===== src/rtl/obstacle_pkg.sv =====
// Shared obstacle type encoding used by the scheduler and the obstacle instances.
package obstacle_pkg;
  typedef enum logic [1:0] {
    NONE         = 2'd0,
    CACTUS_SMALL = 2'd1,
    CACTUS_LARGE = 2'd2,
    PTERODACTYL  = 2'd3
  } type_t;
endpackage


===== src/rtl/obstacle_scheduler_if.sv =====
// Slot-side bus between the spawn scheduler (master) and the obstacle pool (slave).
interface obstacle_scheduler_if #(parameter int SLOTS = 3);
  logic                          [SLOTS-1:0]        slot_remove;
  logic signed                   [SLOTS-1:0][10:0]  slot_x_pos;
  logic                          [SLOTS-1:0][9:0]   slot_width;
  logic                          [SLOTS-1:0][10:0]  slot_gap;
  logic                          [SLOTS-1:0]        slot_start;
  obstacle_pkg::type_t           [SLOTS-1:0]        slot_typ;
  logic                          [SLOTS-1:0]        slot_busy;

  modport master (
    input  slot_remove, slot_x_pos, slot_width, slot_gap,
    output slot_start, slot_typ, slot_busy
  );
  modport slave (
    output slot_remove, slot_x_pos, slot_width, slot_gap,
    input  slot_start, slot_typ, slot_busy
  );
endinterface


===== src/rtl/obstacle_scheduler.sv =====
// Per-frame obstacle spawn controller: tracks slot occupancy, enforces spawn gap,
// and picks an RNG-driven type under duplication and speed limits.
module obstacle_slot_ctl (
  input  logic                clk,
  input  logic                rst,
  input  logic                update,
  input  logic                start_now,
  input  logic                remove,
  input  obstacle_pkg::type_t cand,
  output logic                start_q,
  output logic                busy_q,
  output obstacle_pkg::type_t typ_q
);
  import obstacle_pkg::*;

  logic  start_d, busy_d;
  type_t typ_d;

  always_comb begin
    start_d = start_q;
    busy_d  = busy_q;
    typ_d   = typ_q;
    if (update) begin
      start_d = start_now;
      // A spawn on this frame overrides a remove left over from the old occupant
      busy_d  = start_now ? 1'b1 : (remove ? 1'b0 : busy_q);
      if (start_now) typ_d = cand;
    end
  end

  always_ff @(posedge clk) begin
    if (rst) begin
      start_q <= 1'b0;
      busy_q  <= 1'b0;
      typ_q   <= NONE;
    end else begin
      start_q <= start_d;
      busy_q  <= busy_d;
      typ_q   <= typ_d;
    end
  end
endmodule

module obstacle_scheduler #(
  parameter int SLOTS           = 3,
  parameter int MAX_DUP         = 2,
  parameter int CLEAR_FRAMES    = 180,
  parameter int PTERO_MIN_SPEED = 8704,
  parameter int GAME_WIDTH      = 640
) (
  input  logic                       clk,
  input  logic                       rst,
  input  logic                       update,
  input  logic                       running,
  input  logic                       crash,
  input  logic [5:0]                 timer,
  input  logic [14:0]                speed,
  input  logic [10:0]                rng_data,
  obstacle_scheduler_if.master       bus
);
  import obstacle_pkg::*;

  localparam int CW = (CLEAR_FRAMES > 0) ? $clog2(CLEAR_FRAMES + 1) : 1;
  localparam int DW = $clog2(MAX_DUP + 2);
  localparam int SW = (SLOTS > 1) ? $clog2(SLOTS) : 1;

  logic [CW-1:0] clear_cnt_q, clear_cnt_d, clear_nxt;
  logic          run_d_q, run_d_d;
  type_t         last_type_q, last_type_d;
  logic [DW-1:0] dup_cnt_q, dup_cnt_d;
  logic [SW-1:0] tail_q, tail_d;

  logic [SLOTS-1:0] busy_q, start_q, start_now;
  type_t [SLOTS-1:0] typ_q;

  type_t               cand;
  logic [SW-1:0]       sel;
  logic                any_free, gap_ok, eligible, reject, spawn;
  logic signed [12:0]  tail_sum;
  logic [10:0]         tail_x;
  logic [9:0]          tail_w;
  logic [10:0]         tail_g;

  logic unused_timer;
  assign unused_timer = ^timer;

  always_comb begin
    clear_nxt = clear_cnt_q;
    if (running && !run_d_q)               clear_nxt = CW'(CLEAR_FRAMES);
    else if (running && clear_cnt_q != '0) clear_nxt = clear_cnt_q - 1'b1;

    any_free = ~&busy_q;
    tail_x   = bus.slot_x_pos[tail_q];
    tail_w   = bus.slot_width[tail_q];
    tail_g   = bus.slot_gap[tail_q];
    // x may be negative once an obstacle scrolls off the left edge
    tail_sum = $signed({{2{tail_x[10]}}, tail_x}) + $signed({3'b000, tail_w})
             + $signed({2'b00, tail_g});
    gap_ok   = (busy_q == '0) || !busy_q[tail_q] || (tail_sum < $signed(13'(GAME_WIDTH)));

    // The clear window uses this frame's post-decrement count so the first
    // spawn lands exactly CLEAR_FRAMES+1 updates after running rises
    eligible = running && !crash && run_d_q && (clear_nxt == '0) && any_free && gap_ok;

    cand   = type_t'(2'(rng_data % 11'd3) + 2'd1);
    reject = ((cand == last_type_q) && (dup_cnt_q >= DW'(MAX_DUP)))
          || ((cand == PTERODACTYL) && (speed < 15'(PTERO_MIN_SPEED)));

    sel = '0;
    for (int i = SLOTS - 1; i >= 0; i--)
      if (!busy_q[i]) sel = SW'(i);

    spawn = update && eligible && !reject;
    for (int i = 0; i < SLOTS; i++)
      start_now[i] = spawn && (sel == SW'(i));

    clear_cnt_d = update ? clear_nxt : clear_cnt_q;
    run_d_d     = update ? running   : run_d_q;
    last_type_d = last_type_q;
    dup_cnt_d   = dup_cnt_q;
    tail_d      = tail_q;
    if (spawn) begin
      last_type_d = cand;
      dup_cnt_d   = (cand == last_type_q) ? dup_cnt_q + 1'b1 : DW'(1);
      tail_d      = sel;
    end
  end

  always_ff @(posedge clk) begin
    if (rst) begin
      clear_cnt_q <= '0;
      run_d_q     <= 1'b0;
      last_type_q <= NONE;
      dup_cnt_q   <= '0;
      tail_q      <= '0;
    end else begin
      clear_cnt_q <= clear_cnt_d;
      run_d_q     <= run_d_d;
      last_type_q <= last_type_d;
      dup_cnt_q   <= dup_cnt_d;
      tail_q      <= tail_d;
    end
  end

  for (genvar i = 0; i < SLOTS; i++) begin : g_slot
    obstacle_slot_ctl u_slot (
      .clk       (clk),
      .rst       (rst),
      .update    (update),
      .start_now (start_now[i]),
      .remove    (bus.slot_remove[i]),
      .cand      (cand),
      .start_q   (start_q[i]),
      .busy_q    (busy_q[i]),
      .typ_q     (typ_q[i])
    );
  end

  assign bus.slot_start = start_q;
  assign bus.slot_busy  = busy_q;
  assign bus.slot_typ   = typ_q;
endmodule


===== src/flat_wrapper.sv =====
// flat-port wrapper written by rule: the top's interface ports become plain ports
module obstacle_scheduler_flat import obstacle_pkg::*;
#(
  parameter int SLOTS           = 3,
  parameter int MAX_DUP         = 2,
  parameter int CLEAR_FRAMES    = 180,
  parameter int PTERO_MIN_SPEED = 8704,
  parameter int GAME_WIDTH      = 640
)
  (clk, rst, update, running, crash, timer, speed, rng_data, bus_slot_remove, bus_slot_x_pos, bus_slot_width, bus_slot_gap, bus_slot_start, bus_slot_typ, bus_slot_busy);
  obstacle_scheduler_if #(.SLOTS(SLOTS)) bus_i ();
  input  logic clk;
  input  logic rst;
  input  logic update;
  input  logic running;
  input  logic crash;
  input  logic [5:0] timer;
  input  logic [14:0] speed;
  input  logic [10:0] rng_data;
  input wire logic [$bits(bus_i.slot_remove)-1:0] bus_slot_remove;
  input wire logic [$bits(bus_i.slot_x_pos)-1:0] bus_slot_x_pos;
  input wire logic [$bits(bus_i.slot_width)-1:0] bus_slot_width;
  input wire logic [$bits(bus_i.slot_gap)-1:0] bus_slot_gap;
  output wire logic [$bits(bus_i.slot_start)-1:0] bus_slot_start;
  output wire logic [$bits(bus_i.slot_typ)-1:0] bus_slot_typ;
  output wire logic [$bits(bus_i.slot_busy)-1:0] bus_slot_busy;
  assign bus_i.slot_remove = bus_slot_remove;
  assign bus_i.slot_x_pos = bus_slot_x_pos;
  assign bus_i.slot_width = bus_slot_width;
  assign bus_i.slot_gap = bus_slot_gap;
  assign bus_slot_start = bus_i.slot_start;
  assign bus_slot_typ = bus_i.slot_typ;
  assign bus_slot_busy = bus_i.slot_busy;
  obstacle_scheduler #(.SLOTS(SLOTS), .MAX_DUP(MAX_DUP), .CLEAR_FRAMES(CLEAR_FRAMES), .PTERO_MIN_SPEED(PTERO_MIN_SPEED), .GAME_WIDTH(GAME_WIDTH)) u_core (.clk(clk), .rst(rst), .update(update), .running(running), .crash(crash), .timer(timer), .speed(speed), .rng_data(rng_data), .bus(bus_i));
endmodule

===== config.mk =====
export PLATFORM = sky130hd
export DESIGN_NAME = obstacle_scheduler_flat
export DESIGN_NICKNAME = d
export VERILOG_FILES = /design/src/rtl/obstacle_pkg.sv /design/src/rtl/obstacle_scheduler_if.sv /design/src/rtl/obstacle_scheduler.sv /design/src/flat_wrapper.sv
export SDC_FILE = /design/constraint.sdc
export NUM_CORES = 1
export LEC_CHECK = 0
export CELL_PAD_IN_SITES_DETAIL_PLACEMENT = 0
export CELL_PAD_IN_SITES_GLOBAL_PLACEMENT = 1
export CORE_MARGIN = 2
export CORE_UTILIZATION = 31
export DETAILED_ROUTE_END_ITERATION = 8
export PLACE_DENSITY = 0.94
export SLEW_MARGIN = 20
export SYNTH_ARGS = -nofsm -noshare
export SYNTH_HDL_FRONTEND = slang
export SYNTH_SLANG_ARGS = --single-unit

===== constraint.sdc =====
create_clock -name clk -period 7.15 [get_ports clk]
set_input_delay 1.43 -clock clk [delete_from_list [all_inputs] [get_ports clk]]
set_output_delay 1.43 -clock clk [all_outputs]
set_load 0.005 [all_outputs]

# Word-level counts from Yosys, hierarchy flattened
# Cells that the tools add are included.
[totals] ff_bits=27 in_bits=136 out_inout_bits=12 word_cells=84
[op_classes] addsub=5 div=1 magnitude_cmp=4 eq_ne=4 n_mux=20 n_reduce_logical=36
[ops] op="binary-select mux 11 bit (select 2 bit)" count=2
[ops] op="two-way mux 11 bit" count=2
[ops] op="binary-select mux 10 bit (select 2 bit)" count=1
[ops] op="two-way mux 8 bit" count=2
[ops] op="< comparator 15 x 14 -> 1 bit (second input constant)" count=1
[ops] op="logical AND 1 bit" count=14
[ops] op="adder 13 x 12 -> 13 bit" count=1
[ops] op="< comparator 13 x 11 -> 1 bit (second input constant)" count=1
[ops] op="adder 11 x 11 -> 12 bit" count=1
[ops] op="AND reduction 2 bit" count=6
[ops] op="modulo 11 x 2 -> 11 bit (second input constant)" count=1
[ops] op="two-way mux 10 bit" count=1
[ops] op="logical NOT 8 bit" count=1
[ops] op="two-way mux 2 bit" count=4
[ops] op="nonzero test 8 bit" count=1
[ops] op="subtractor 8 x 1 -> 8 bit (second input constant)" count=1
[ops] op="two-way mux 1 bit" count=7
[ops] op="nonzero test 2 bit" count=3
[ops] op="logical NOT 1 bit" count=5
[ops] op="adder 2 x 1 -> 2 bit (second input constant)" count=2
[ops] op="== test 2 bit (second input constant)" count=2
[ops] op="logical NOT 3 bit" count=1
[ops] op="logical OR 1 bit" count=3
[ops] op="< comparator 2 x 3 -> 1 bit (second input constant)" count=1
[ops] op="6 further kinds" count=6

# Depth between registers and ports, before layout
# Gate-level depths: netlist of run 1.
[depth] word_depth=13 mapped_depth=29 depth_no_buf=25

# Cells and area by module
# A second synthesis of run 1 with hierarchy kept.
[hier_totals] hier_cells=424 hier_area_um2=3261.9
[modules_own_cells] module="obstacle_scheduler" instances=1 cells_per_inst=379 area_per_inst_um2=2811.4 seq_area_each_um2=300.3
[modules_own_cells] module="obstacle_slot_ctl" instances=3 cells_per_inst=15 area_per_inst_um2=150.1 seq_area_each_um2=80.1

# Worst setup path after synthesis of run 1
# OpenSTA, ideal clock, no wires.
[synth_path] kind="in2reg" from="input rng_data[9]" to="register u_core.g_slot[1].u_slot.typ_q[0]" arrival_ns=6.327 required_ns=7.027 setup_slack_ns=0.700 path_stages=22 n_path_buf=2 cell_sequence="buf_2 > nor4bb_1 > o2bb2ai_1 > o22a_1 > nor3_1 > mux2i_1 > nand3_1 > ha_1 > or2_2 > a31oi_1 > nand4_1 > a22oi_2 > mux2i_2 > ha_1 > xor2_1 > o21a_1 > nand3_1 > nor3_1 > mux2_4 > or4_1 > clkbuf_1 > mux2i_1"
[synth_between] elab_chain_len=9
[synth_rtl] element="from (decl)" line_no="flat_wrapper.sv:19" text="input logic [10:0] rng_data;"
[synth_rtl] element="modulo 11 x 2 -> 11 bit (*)" line_no="obstacle_scheduler.sv:105" text="cand = type_t'(2'(rng_data % 11'd3) + 2'd1);"
[synth_rtl] element="adder 2 x 1 -> 2 bit (*)" line_no="obstacle_scheduler.sv:105"
[synth_rtl] element="named net u_core.cand[0]" line_no="obstacle_scheduler.sv:76" text="type_t cand;"
[synth_rtl] element="== test 2 bit, on equally long branches" line_no="obstacle_scheduler.sv:106, obstacle_scheduler.sv:107"
[synth_rtl] element="logical AND 1 bit, on equally long branches" line_no="obstacle_scheduler.sv:106, obstacle_scheduler.sv:107"
[synth_rtl] element="logical OR 1 bit" line_no="obstacle_scheduler.sv:107" text="|| ((cand == PTERODACTYL) && (speed < 15'(PTERO_MIN_SPEED)));"
[synth_rtl] element="logical NOT 1 bit" line_no="obstacle_scheduler.sv:113" text="spawn = update && eligible && !reject;"
[synth_rtl] element="logical AND 1 bit" line_no="obstacle_scheduler.sv:113"
[synth_rtl] element="logical AND 1 bit" line_no="obstacle_scheduler.sv:115" text="start_now[i] = spawn && (sel == SW'(i));"
[synth_rtl] element="AND reduction 2 bit (no source line)"
[synth_rtl] element="to (signal assigned)" line_no="obstacle_scheduler.sv:39" text="typ_q <= typ_d;"
[synth_rtl] element="to (decl)" line_no="obstacle_scheduler.sv:12" text="output obstacle_pkg::type_t typ_q"
# Mark *: on every way through the listed nets, which the timed path passes. The rest lies on a longest branch.
# A chain may end at the register's enable or synchronous reset.

# Worst setup path after layout of run 1
[layout_path] from="input rng_data[6]" to="register u_core.g_slot[1].u_slot.typ_q[1]"
[layout_between] elab_chain_len=9
[layout_rtl] element="modulo 11 x 2 -> 11 bit (*)" line_no="obstacle_scheduler.sv:105"
[layout_rtl] element="adder 2 x 1 -> 2 bit (*)" line_no="obstacle_scheduler.sv:105"
[layout_rtl] element="== test 2 bit, on equally long branches" line_no="obstacle_scheduler.sv:106, obstacle_scheduler.sv:107"
[layout_rtl] element="logical AND 1 bit, on equally long branches" line_no="obstacle_scheduler.sv:106, obstacle_scheduler.sv:107"
[layout_rtl] element="logical OR 1 bit" line_no="obstacle_scheduler.sv:107"
[layout_rtl] element="logical NOT 1 bit" line_no="obstacle_scheduler.sv:113"
[layout_rtl] element="logical AND 1 bit" line_no="obstacle_scheduler.sv:113"
[layout_rtl] element="logical AND 1 bit" line_no="obstacle_scheduler.sv:115"
[layout_rtl] element="AND reduction 2 bit (no source line)"
# Mark *: on every way between the ends. The rest lies on a longest branch, timed or not.

==> results of run 1 <==
[routing by layer]
metal,vias to the layer above,share of wire [%]
met2,90,53
li1,2183,-
met3,8,2.5
met1,2037,44
met5,-,0
met4,0,0.69
[area by class of cell]
class                           instances  area [um^2]  share of cell area, %
Timing Repair Buffer                  150         1460                   27.2
Tap cell                              147          184                   3.43
Clock inverter                          1         5.00                 0.0934
Inverter                               17         63.8                   1.19
Multi-Input combinational cell        441         3030                   56.6
Sequential cell                        27          542                   10.1
Clock buffer                            3         75.1                   1.40
[Yosys cell counts, drive strengths merged, types with 9 or more instances]
| cell type | count | share of area (%) |
|---|---|---|
| nand2 | 63 | 6.2 |
| o21ai | 52 | 6.9 |
| mux2i | 40 | 11 |
| nor2 | 31 | 3.1 |
| a21oi | 29 | 3.8 |
| dfxtp | 27 | 14 |
| ha | 26 | 8.6 |
| clkbuf | 18 | 1.8 |
| buf | 17 | 2.7 |
| inv | 17 | 1.7 |
| nor3 | 15 | 2.0 |
| nand2b | 13 | 2.1 |
| xnor2 | 12 | 2.8 |
| a211oi | 9 | 1.8 |
[cells by family (layout without fill, tap and decap cells)]
kind of cell | count (synthesis) | count (layout) | synth area share [%]
adder cells (fa/ha/maj) | 27 | 27 | 9.09
AND/OR/NAND/NOR | 191 | 191 | 26.3
AO/OA/AOI/OAI | 160 | 160 | 27.7
XOR/XNOR | 19 | 19 | 4.58
multiplexers | 44 | 44 | 11.9
flip-flops | 27 | 27 | 14.2
buffers and inverters | 52 | 171 | 6.13
[stage by stage]
step	hold slack, ns	power, mW	utilization, %	std cells	worst slack [ns]
6_report	0.480	0.604	44.8	786	0.348
4_1_cts	0.486	0.605	44.7	786	0.239
3_3_place_gp	0.451	0.462	44.1	782	0.108
2_1_floorplan	0.446	0.351	-	520	0.700
3_5_place_dp	0.475	0.473	44.1	782	-0.00680
5_1_grt	0.521	0.647	44.8	786	0.0391
[worst paths after layout]
check                                          startpoint                                             to  slack [ns]  cells past startpoint
min reg2reg  u_core.g_slot[0].u_slot.start_q$_SDFFE_PP0P_   u_core.g_slot[0].u_slot.start_q$_SDFFE_PP0P_        0.48                      2
max                                           rng_data[6]  u_core.g_slot[1].u_slot.typ_q[1]$_SDFFE_PP0P_        0.35                     22
min          u_core.g_slot[0].u_slot.start_q$_SDFFE_PP0P_   u_core.g_slot[0].u_slot.start_q$_SDFFE_PP0P_        0.48                      2
max reg2reg                 u_core.tail_q[1]$_SDFFE_PP0P_  u_core.g_slot[1].u_slot.typ_q[1]$_SDFFE_PP0P_        1.34                     24
[critical path, cell delays in order]
cell and delay, ns:
clkdlybuf4s50_1 0.71, buf_4 0.23, xor2_2 0.16, nor2_1 0.05
o21a_1 0.22, or3_1 0.43, a32oi_2 0.31, nand3_1 0.12
ha_1 0.30, or2_2 0.29, a31oi_1 0.17, nand4_1 0.15
a22o_1 0.30, o22a_1 0.23, ha_1 0.30, xor2_1 0.18
o21a_1 0.13, nand3_1 0.08, nor3_1 0.06, mux2_4 0.29
or4_1 0.64, mux2i_1 0.17
[power groups by stage]
stage                     clock [mW]  sequential [mW]  combinational (mW)
after floorplan                    0            0.161               0.190
after global placement             0            0.162               0.300
after detailed placement           0            0.162               0.310
after CTS                      0.133            0.159               0.313
after global routing           0.139            0.160               0.348
final                          0.131            0.159               0.314
[state kept, by name (all words and copies together), names as in the netlist]
register                      cells
u_core.g_slot.u_slot.busy_q       3
u_core.g_slot.u_slot.start_q      3
u_core.g_slot.u_slot.typ_q        6
u_core.dup_cnt_q                  2
u_core.last_type_q                2
u_core.clear_cnt_q                8
u_core.tail_q                     2
u_core.run_d_q                    1
==> impl_metrics.ini, run 1 <==
[power]
switching_share_pct = 34.7
combPwrFrac_pct = 51.9
ir_worst_vdd_uv = 115
power.internal_mw = 0.395
power_density_nw_per_um2 = 113
p_sw_mw = 0.210
power_frac_seq_pct = 26.4
p_leak_nw = 1.91
p_clk_share_pct = 21.7

[global_routing]
grt_pass1_wl_mm = 18.4
grt_antenna_before_repair = 0
use_met3_pct = 1.59
grt_max_degree = 35
gr-total-overflow = 0
gr-usage-met2_pct = 31.2
gr-usage-met1_pct = 20.7
top_usage_layer = met2
grt_pass1_vias = 4074
grt_usage_pct = 16.6

[synth]
synth-edff-count = 0
synthCells = 520
synth_seq_area_share_pct = 14.2
synth_cell_type_count = 73
synth_area_um2 = 3800
syn_nets = 683
ys_ff_latch = 27
syn_area_per_cell_um2 = 7.30
async_flop_share_pct = 0
ys_warn_count = 0
synth_ff_type = dfxtp_1

[clocking]
postCtsResizedCells = 0
tritoncts = built
cts_sinks = 27
clock-root-buffer = clkbuf_16
numCtsBuffers = 3
cts_setup_buffers = 0
cts-htree-levels = 1
path_clk_slew_ns = 0.07
cts_hold_repair.buffers = 0
clockBufferDepth = 2
insertion_delay_ns = 0.26

[critical_path]
end_kind = flop
worstPathMaxFanout = 12
critPathKind = in -> reg
startpoint_type = primary input
critPathRequiredTime_ns = 7.30
worst_ep_arrival_time_ns = 6.95

[layout]
fill_cells = 1204
areaGrowthSynthToFinish_pct = 41.1
layout.nets = 803
drive_above_1_share_pct = 5.79
stdcell_area_um2 = 5360
diodes = 0
layout_common_cells = 132 x clkdlybuf4s50_1, 63 x nand2_1, 51 x o21ai_0, 39 x mux2i_1, 31 x nor2_1
layout.cells.most_common = clkdlybuf4s50_1

[die]
die_width_um = 115
chipHeight_um = 115
dieArea_um2 = 13200
placementRows = 40
io_pins = 148
core_um2 = 12000
start_util_pct = 31.7

[place]
portBuffers = 132
dpl.hpwl_mm = 9.43
dpl_cell_area_um2 = 5270
place_congestion = 0.851

[sta]
tightest_slew_ns = 0.643
fin_crit_sh_pct = 95.1
finalCriticalPeriod_ns = 6.80
drv_slew = 0
finalSetupViolations = 0
hold_viol_final = 0
rsz0062_at_grt = false
setup_tns_ns = 0
skew_ns = 0.00438
max_slew_margin_pct = 57.0
max_freq_ghz = 0.147

[drt]
drt_pre_antenna_iters = 6
wl_per_cell_um = 14.9
ant_nets = 0
first_iter_violations = 186
wl_mm = 11.7
vias = 4318
vias_per_cell = 5.49
drc = 0

[job]
maxCapViolations = 0

[run_status]
status = finished clean

[worst_hold_path]
hp-class = reg -> reg
Power figures use the tool's default switching activity.
==> inputs of run 2 (changes only) <==
--- a/config.mk
+++ b/config.mk
@@ -11,6 +11,7 @@
 export CORE_UTILIZATION = 31
 export DETAILED_ROUTE_END_ITERATION = 8
 export PLACE_DENSITY = 0.94
+export RECOVER_POWER = 50
 export SLEW_MARGIN = 20
 export SYNTH_ARGS = -nofsm -noshare
 export SYNTH_HDL_FRONTEND = slang
==> run 2 against run 1 <==
  * Design area unchanged
  * Sequential share of layout area unchanged
  * First-iteration DRC count up 15%
  * Highest routed layer unchanged
  * Die area is the same
  * Core utilization is the same
  * Maximum frequency hardly changed
  * Via count hardly changed
  * Global-route usage unchanged
  * Critical endpoint unchanged
==> impl_metrics.ini, run 2 (synthesized netlist as in run 1, its figures left out) <==
[worst_hold_path]
hp-class = reg -> reg

[layout]
largest_register = u_core.clear_cnt_q
layout_common_cells = 118 x clkdlybuf4s50_1, 63 x nand2_1, 51 x o21ai_0, 39 x mux2i_1, 31 x nor2_1
areaGrowthSynthToFinish_pct = 41.1
largest_reg_flops = 8
instances_no_fill = 786
drive_above_1_share_pct = 5.79
layout.nets = 803
diodes = 0
stdcell_area_um2 = 5360
final_util_pct = 44.8
reg_top3 = u_core.clear_cnt_q: 8 flops, u_core.g_slot.u_slot.typ_q: 6 flops
layout.cells.most_common = clkdlybuf4s50_1

[critical_path]
critPathRequiredTime_ns = 7.30
path_cells = clkdlybuf4s50_1, buf_4, xor2_2, nor2_1, o21a_1, or3_1, a32oi_2, nand3_1, ha_1, or2_2, a31oi_1, nand4_1, a22o_1, o22a_1, ha_1, xor2_1, o21a_1, nand3_1, nor3_1, mux2_4, or4_1, mux2i_1
startpoint_type = primary input
critPathKind = in -> reg
worstPathMaxFanout = 12
max_stage_delay_ns = 0.71
end_kind = flop
worst_ep_arrival_time_ns = 6.95
crit_slowest_cell = clkdlybuf4s50_1
ff2ff_setup_slack_ns = 1.34

[run_status]
status = finished clean

[sta]
tightest_slew_ns = 0.655
finalSetupViolations = 0
setup_slack_ns = 0.347
max_freq_ghz = 0.147
hold_viol_final = 0
drv_slew = 0
setup_tns_ns = 0
rsz0062_at_grt = false
skew_ns = 0.00378
max_slew_margin_pct = 56.2
finalCriticalPeriod_ns = 6.80
fin_hold_ws_ns = 0.476
fin_crit_sh_pct = 95.1

[clocking]
clock-root-buffer = clkbuf_16
cts_hold_repair.buffers = 0
clockBufferDepth = 2
numCtsBuffers = 3
cts-htree-levels = 1
cts_sinks = 27
path_clk_slew_ns = 0.07
insertion_delay_ns = 0.26
tritoncts = built
cts_setup_buffers = 0

[die]
io_pins = 148
dieArea_um2 = 13200
core_um2 = 12000
placementRows = 40
die_width_um = 115
start_util_pct = 31.7
chipHeight_um = 115

[global_routing]
grt_pass1_vias = 4074
grt_antenna_before_repair = 0
grt_pass1_wl_mm = 18.4
grt_max_degree = 35
grt_usage_pct = 16.6
gr-total-overflow = 0

[drt]
vias_per_cell = 5.49
wl_mm = 11.7
wl_per_cell_um = 14.9
ant_nets = 0
first_iter_violations = 214
drc = 0
drt_pre_antenna_iters = 5
vias = 4319

[place]
place_congestion = 0.851
portBuffers = 132
preCtsSetupSlack_ns = -0.00680
dp.cells = 782
dpl.hpwl_mm = 9.43
dpl_cell_area_um2 = 5270

[power]
ir_worst_vdd_uv = 115
power_density_nw_per_um2 = 113
power_mw = 0.604
p_leak_nw = 1.95

[job]
maxCapViolations = 0
## run 2: cell types whose count changed in the layout (fill, tap and decap cells not counted), sizes merged
cell,change
clkdlybuf4s50,-14
dlygate4sd3,+14
## run 2: worst max-delay path, delay by kind of cell
kind                       cells  cell delay (ns)
xor gates and xnor gates       2             0.34
adders and majority gates      2             0.60
muxes                          2             0.46
buffers and inverters          2             0.94
and+or+nand+nor                8             1.82
AOI/OAI and AO/OA              6             1.36
## run 2: layout make-up
class                   count  area (um^2)
clock buffers               3         75.1
well taps                 147          184
multi-input cells         441         3030
inverters                  17         63.8
repair buffers            150         1460
flip-flops and latches     27          542
clock inverters             1         5.00
fillers                  1204         6600
## run 2: worst paths after layout
kind	startpoint	to	cells after the start
setup reg to reg	u_core.tail_q[1]$_SDFFE_PP0P_	u_core.g_slot[1].u_slot.typ_q[1]$_SDFFE_PP0P_	24
setup / recovery	rng_data[6]	u_core.g_slot[1].u_slot.typ_q[1]$_SDFFE_PP0P_	22
hold / removal	u_core.g_slot[0].u_slot.start_q$_SDFFE_PP0P_	u_core.g_slot[0].u_slot.start_q$_SDFFE_PP0P_	2
hold reg to reg	u_core.g_slot[0].u_slot.start_q$_SDFFE_PP0P_	u_core.g_slot[0].u_slot.start_q$_SDFFE_PP0P_	2
## run 2: routing by layer
layer	wire length [um]	global-route usage [%]	vias to the layer above
li1	-	-	2183
met1	5140	20.7	2031
met2	6110	31.2	95
met3	345	1.59	10
met4	91	2.85	0
met5	0	0	-
## run 2: repair_timing
action / 4_1_cts / 5_1_grt
gates resized for setup: 0 / 1
endpoints found under the hold margin: 0 / 0
setup endpoints to repair: 0 / 10
## run 2: where the power goes
| group | internal [mW] | total [mW] | switching, mW |
|---|---|---|---|
| Sequential | 0.154 | 0.159 | 0.00530 |
| Clock | 0.0756 | 0.131 | 0.0551 |
| Combinational | 0.165 | 0.314 | 0.149 |
